## src/rtl/nios2_oci_dct_pkg.sv

```systemverilog
// Shared widths, FSM encoding and atom codes for the OCI DCT trace packer.
package nios2_oci_dct_pkg;

  localparam int ATOM_W         = 3;
  localparam int ATOMS_PER_WORD = 10;
  localparam int DCT_W          = ATOM_W * ATOMS_PER_WORD;
  localparam int CNT_W          = 4;

  typedef enum logic [2:0] {
    ACCUM,
    FULL_WAIT,
    FLUSH,
    DRAIN,
    ENDED
  } dct_state_t;

  typedef logic [ATOM_W-1:0] atom_t;

  // Codes 5..7 are reserved and are packed like any other atom.
  localparam atom_t ATOM_NONE      = 3'd0;
  localparam atom_t ATOM_TAKEN     = 3'd1;
  localparam atom_t ATOM_NOT_TAKEN = 3'd2;
  localparam atom_t ATOM_EXCEPTION = 3'd3;
  localparam atom_t ATOM_RETURN    = 3'd4;

  typedef struct packed {
    logic [DCT_W-1:0] data;
    logic [CNT_W-1:0] count;
  } dct_word_t;

endpackage

```

## src/rtl/nios2_oci_dct_out_reg.sv

```systemverilog
// Single-entry valid/ready output register; a load may coincide with a drain.
module nios2_oci_dct_out_reg
  import nios2_oci_dct_pkg::*;
(
  input  logic      clk,
  input  logic      reset,
  input  logic      load,
  input  dct_word_t load_word,
  input  logic      word_ready,
  output logic      word_valid,
  output dct_word_t word
);

  always_ff @(posedge clk or posedge reset) begin
    if (reset) begin
      word_valid <= 1'b0;
      word       <= '0;
    end else if (load) begin
      word_valid <= 1'b1;
      word       <= load_word;
    end else if (word_valid && word_ready) begin
      word_valid <= 1'b0;
    end
  end

endmodule

```

## src/rtl/nios2_oci_dct_packer.sv

```systemverilog
// Packs 3-bit trace atoms into 30-bit DCT words and handles the end-of-test flush.
module nios2_oci_dct_packer
  import nios2_oci_dct_pkg::*;
(
  input  logic              clk,
  input  logic              reset,
  input  logic              atom_valid,
  input  logic [ATOM_W-1:0] atom,
  output logic              atom_ready,
  input  logic              test_ending,
  output logic              word_valid,
  input  logic              word_ready,
  output logic [DCT_W-1:0]  word_data,
  output logic [CNT_W-1:0]  word_count,
  output logic [DCT_W-1:0]  dct_buffer,
  output logic [CNT_W-1:0]  dct_count,
  output logic              test_has_ended,
  output logic              overflow
);

  dct_state_t       state_q, state_d;
  logic             te_q, te_rise;
  logic             accept, close, set_ended, out_free, full_next;
  logic [DCT_W-1:0] nxt_buf;
  logic [CNT_W-1:0] nxt_cnt;
  dct_word_t        out_word;

  assign atom_ready = (state_q == ACCUM) && (dct_count != CNT_W'(ATOMS_PER_WORD));
  assign accept     = atom_valid && atom_ready;
  assign te_rise    = test_ending && !te_q;
  assign out_free   = !word_valid || word_ready;
  assign full_next  = (nxt_cnt == CNT_W'(ATOMS_PER_WORD));

  // Buffer as it would look after this cycle's accept; every close loads from it.
  always_comb begin
    nxt_buf = dct_buffer;
    nxt_cnt = dct_count + CNT_W'(accept);
    if (accept)
      nxt_buf = dct_buffer | (DCT_W'(atom) << (ATOM_W * int'(dct_count)));
  end

  always_comb begin
    state_d   = state_q;
    close     = 1'b0;
    set_ended = 1'b0;
    case (state_q)
      ACCUM: begin
        // A flush edge covers a same-cycle atom, including one that fills the word.
        if (te_rise) begin
          if (nxt_cnt == '0) begin
            state_d = DRAIN;
          end else if (out_free) begin
            close   = 1'b1;
            state_d = DRAIN;
          end else begin
            state_d = FLUSH;
          end
        end else if (full_next) begin
          if (out_free) close = 1'b1;
          else          state_d = FULL_WAIT;
        end
      end
      FULL_WAIT: begin
        if (out_free) begin
          close   = 1'b1;
          state_d = te_rise ? DRAIN : ACCUM;
        end else if (te_rise) begin
          state_d = FLUSH;
        end
      end
      FLUSH: begin
        if (dct_count == '0) begin
          state_d = DRAIN;
        end else if (out_free) begin
          close   = 1'b1;
          state_d = DRAIN;
        end
      end
      DRAIN: begin
        if (!word_valid) begin
          set_ended = 1'b1;
          state_d   = ENDED;
        end
      end
      ENDED:   state_d = ENDED;
      default: state_d = ACCUM;
    endcase
  end

  always_ff @(posedge clk or posedge reset) begin
    if (reset) begin
      state_q        <= ACCUM;
      te_q           <= 1'b0;
      dct_buffer     <= '0;
      dct_count      <= '0;
      test_has_ended <= 1'b0;
      overflow       <= 1'b0;
    end else begin
      state_q <= state_d;
      te_q    <= test_ending;
      if (close) begin
        dct_buffer <= '0;
        dct_count  <= '0;
      end else begin
        dct_buffer <= nxt_buf;
        dct_count  <= nxt_cnt;
      end
      if (set_ended) test_has_ended <= 1'b1;
      if (atom_valid && !atom_ready && (state_q inside {ACCUM, FULL_WAIT, FLUSH}))
        overflow <= 1'b1;
    end
  end

  nios2_oci_dct_out_reg u_out_reg (
    .clk        (clk),
    .reset      (reset),
    .load       (close),
    .load_word  ('{data: nxt_buf, count: nxt_cnt}),
    .word_ready (word_ready),
    .word_valid (word_valid),
    .word       (out_word)
  );

  assign word_data  = out_word.data;
  assign word_count = out_word.count;

endmodule

```

## config.mk

```make
export PLATFORM = sky130hd
export DESIGN_NAME = nios2_oci_dct_packer
export DESIGN_NICKNAME = d
export VERILOG_FILES = /design/src/rtl/nios2_oci_dct_pkg.sv /design/src/rtl/nios2_oci_dct_out_reg.sv /design/src/rtl/nios2_oci_dct_packer.sv
export SDC_FILE = /design/constraint.sdc
export NUM_CORES = 1
export LEC_CHECK = 0
export CORE_ASPECT_RATIO = 0.9
export CORE_MARGIN = 3
export CORE_UTILIZATION = 49
export CTS_CLUSTER_DIAMETER = 100
export DETAILED_ROUTE_END_ITERATION = 7
export GPL_TIMING_DRIVEN = 1
export PLACE_DENSITY = 0.78
export SLEW_MARGIN = 20
export SYNTH_ARGS = -nofsm -noshare
export SYNTH_HDL_FRONTEND = slang
export SYNTH_SLANG_ARGS = --single-unit
```

## constraint.sdc

```tcl
create_clock -name clk -period 3.9 [get_ports clk]
set_clock_uncertainty 0.05 [all_clocks]
set_input_delay 0.39 -clock clk [delete_from_list [all_inputs] [get_ports clk]]
set_output_delay 0.39 -clock clk [all_outputs]
set_load 0.05 [all_outputs]
```

==> results.txt <==
Data on the critical path is required at its endpoint by around 4100 ps. The clock slew seen by the registers of the worst setup and hold paths came out at roughly 70 ps. Of the synthesized area, sequential elements account for 0.586. The clock net sink count came out at 75.

The synthesis warning total came out at 0. The sum of negative setup slack is 0 ps. The async set-or-reset flop fraction in the synthesized netlist came out at 1.00. The fraction of final layout cells sized beyond drive strength 1 came out at 0.0833. The width of the die is between 90 and 100 um. The effective utilization at floorplan came out at 0.515. The worst min-delay path class is input pin to async pin. 0 antenna diodes ended up in the layout. The share of synthesized area in the top cell type comes to 0.586. The root buffer cell chosen for the clock tree is clkbuf_8. After the last flow step, the layout net total stands at 389.

The final route contains around 2400 vias. Of the total synthesized cell area, the portion taken by full adders, half adders and majority gates is 0.00781. The number of standard-cell rows in the floorplan is 27. The mean instance size in the synthesized netlist came out at between 10 and 15 um2.

The total of cells resized after clock tree synthesis is 0. The setup fix buffers added after clock tree synthesis came out at 0. Walking the worst path, the cells encountered are nor4bb_1 > nor2b_1 > ha_1 > ha_1 > nor2b_1 > a21oi_1 > or3_1 > a21oi_4 > buf_4 > mux2i_1. The post-route total power came out at between 2 and 3 mW.

The total count of hold-check failures in the final report is 0. Summed over all layers, the routed wires come to between 7 and 8 mm. The number of antenna violations at the first check in global routing is 0. The endpoint arrival time on the critical path came out at between 3000 and 4000 ps. The area of the core region came out at approximately 6200 um2.

The die height is roughly 83 um. The number of placed I/O pins came out at 80. Across all hold checks on the routed design, the worst slack comes to 371 ps. The number of iterations in the first detailed-routing pass came out at 4. The largest net degree at the start of global routing came out at 41. The mux share of post-synthesis cell area is 0.111. For this design the static power due to leakage is between 1.5 and 2 nW. The cell area power density is ~670 nW/um2. The area fraction in and, or, nand and nor cells after synthesis came out at 0.137. After synthesis, the largest family of logic cells by area is simple AND/OR/NAND/NOR gates. The net count after synthesis came out at about 300.

The global routing met3 resource utilization is 0.0833. The hold buffer count at CTS came out at 0. The period utilization came out at 0.854. Measured against its own limit, the worst slew margin works out to 0.600. The flop and latch count out of synthesis came out at 75. The met1 track demand over resource in global routing came out at 0.287. Of the total synthesized cell area, the portion taken by XOR and XNOR cells is 0.00820. The number of global-route vias before repair was roughly 2400. For this block, the initial DRC count from the detailed router was 119. The number of unique standard cell types used by synthesis is 39.

The total track usage came out at 0.210. The residual overflow from global routing came out at 0. The worst setup path is of the register to register kind. The area of the mapped netlist came out at 3200 um2. The library cell contributing the largest single delay on the critical path is nor4bb_1. The CTS buffer count came out at 9. The first-pass GRT wire length came out at 12.1 mm. The library cell occupying the most area in the post-synthesis netlist is dfrtp_1. The routability congestion estimate came out at approximately 0.88. Buffers placed on the I/O ports in this run total 79. Setup violations remaining at the end of the flow were counted as 0. At the pin with the least slew margin, the transition time is about 600 ps.

For this run, design rule violations remaining after detail routing come to 0. The highest clock frequency the design can meet is 300 MHz. The dominant register cell in the synthesized netlist is dfrtp_1. The longest clock path from root to sink contains 2 buffers. The area fraction in compound gates after synthesis came out at 0.0832. The max-slew violation total from the final report is 0.

Summed over all nets, the half-perimeter wirelength after detailed placement is between 5 and 6 mm. Synthesis produced approximately 290 cells. From synthesis to final layout, the design area changed by 35.4%. With fillers left out, the area of the finished cells amounts to between 4000 and 5000 um2.

STA classifies the critical path startpoint as a register. The busiest layer in global routing is met2. The number of flops mapped to enable cells by yosys came out at 0. The flow ran to the end, and the final reports show no timing, DRC or antenna violations.

The shortest period the worst path allows is about 3300 ps. The largest driver fanout on the critical path is 22. The placed standard-cell area came out at roughly 4100 um2. The met2 demand-to-capacity share in global routing is 0.317. The worst setup path is captured at a register. TritonCTS built the clock tree. The per-cell routed wire length came out at around 16 um. The number of levels the H-tree was split into came out at 3.

After detailed routing, the number of vias per cell comes to approximately 5. The full die area is 7550 um2. The peak per-stage delay on the critical path is 550 ps. In this run the remaining antenna-violating nets after routing total 0. Setup repair after global routing left no endpoint under its margin.

After synthesis, the cell types taking the most area are dfrtp_1 (59%), mux2i_1 (9.7%), a21oi_1 (5.3%). The number of max-cap violations is 0. The peak supply drop came out at roughly 430 uV. The clock network latency to the later pin of the worst-skew pair came out at ~350 ps.
-- layout make-up --
cell class	count	area [um2]
Clock inverter	3	68.8
Multi-Input combinational cell	171	1110
Fill cell	483	1880
Sequential cell	75	1880
Inverter	33	124
Timing Repair Buffer	89	878
Tap cell	87	109
Clock buffer	13	169
-- metrics by stage --
stage | instances | utilization | setup slack, ps
floorplan | 293 | - | 542
global placement | 455 | 0.660 | 510
detailed placement | 455 | 0.660 | 402
CTS | 471 | 0.698 | 615
global route | 471 | 0.698 | 345
finish | 471 | 0.698 | 569
-- power by group --
part           leakage, nW  internal (mW)  total, mW  switching (mW)
Clock                0.120          0.415      0.695           0.280
Combinational        0.805          0.463       1.26           0.802
Sequential            1.02          0.875      0.954          0.0790
-- sequential cells by signal (all words and copies together) (netlist names) --
| name | flops |
|---|---|
| state_q | 3 |
| u_out_reg.word | 34 |
| dct_count | 4 |
| overflow | 1 |
| te_q | 1 |
| u_out_reg.word_valid | 1 |
| test_has_ended | 1 |
| dct_buffer | 30 |
-- final timing paths --
check	from	cells after the start	end	slack, ps
min in group clk	test_has_ended$_DFFE_PP0P_	1	test_has_ended$_DFFE_PP0P_	430
setup reg to reg	dct_count[2]$_DFF_PP0_	10	u_out_reg.word[29]$_DFFE_PP0P_	570
hold / removal	reset	2	u_out_reg.word[14]$_DFFE_PP0P_	370
setup / recovery	dct_count[2]$_DFF_PP0_	10	u_out_reg.word[29]$_DFFE_PP0P_	570
max in group asynchronous	reset	3	dct_buffer[16]$_DFF_PP0_	2670
hold reg to reg	test_has_ended$_DFFE_PP0P_	1	test_has_ended$_DFFE_PP0P_	430
-- synthesized netlist by cell type, types with 2 or more instances --
| cell type | number |
|---|---|
| nor4b_1 | 2 |
| dfrtp_1 | 75 |
| mux2i_1 | 31 |
| o31ai_1 | 2 |
| nand3_1 | 3 |
| buf_2 | 3 |
| nor2_1 | 45 |
| a21oi_1 | 34 |
| and2_1 | 3 |
| clkbuf_1 | 3 |
| nor3_1 | 3 |
| buf_4 | 7 |
| or3_1 | 3 |
| nand2_1 | 6 |
| nand2b_1 | 4 |
| nor3b_1 | 4 |
| mux2_1 | 2 |
| mux2_2 | 2 |
| nor2b_1 | 7 |
| xor2_1 | 2 |
| ha_1 | 2 |
| inv_1 | 33 |
-- cell families after synthesis --
kind of cell	after synthesis
xor gates and xnor gates	3
muxes	35
adders and majority gates	2
and+or+nand+nor	86
DFF	75
buffers and inverters	47
AOI/OAI and AO/OA	45
-- placed cells by master, fill, tap and decap left out, drive strengths merged, types with 4 or more instances in the layout --
cell / Yosys / final
nor2: 45 / 45
a21oi: 35 / 35
clkdlybuf4s50: 0 / 79
dfrtp: 75 / 75
nand2b: 4 / 4
buf: 11 / 10
nor3: 4 / 4
clkbuf: 3 / 13
mux2i: 31 / 31
nand2: 6 / 6
mux2: 4 / 4
nor3b: 4 / 4
inv: 33 / 33
nor2b: 7 / 7
-- worst max-delay path: cells and delay by family (launching register included) --
family | cells | cell delay (ps)
mux | 1 | 230
fa+ha+maj | 2 | 570
flops | 1 | 380
simple gates | 4 | 1260
compound gates | 2 | 390
buf+inv | 1 | 350
-- routing by layer --
metal	share of wire	routed length, um
met4	0.0092	68
met1	0.45	3350
met5	0	0
met2	0.46	3420
met3	0.080	593
(Power assumes the default switching activity.)
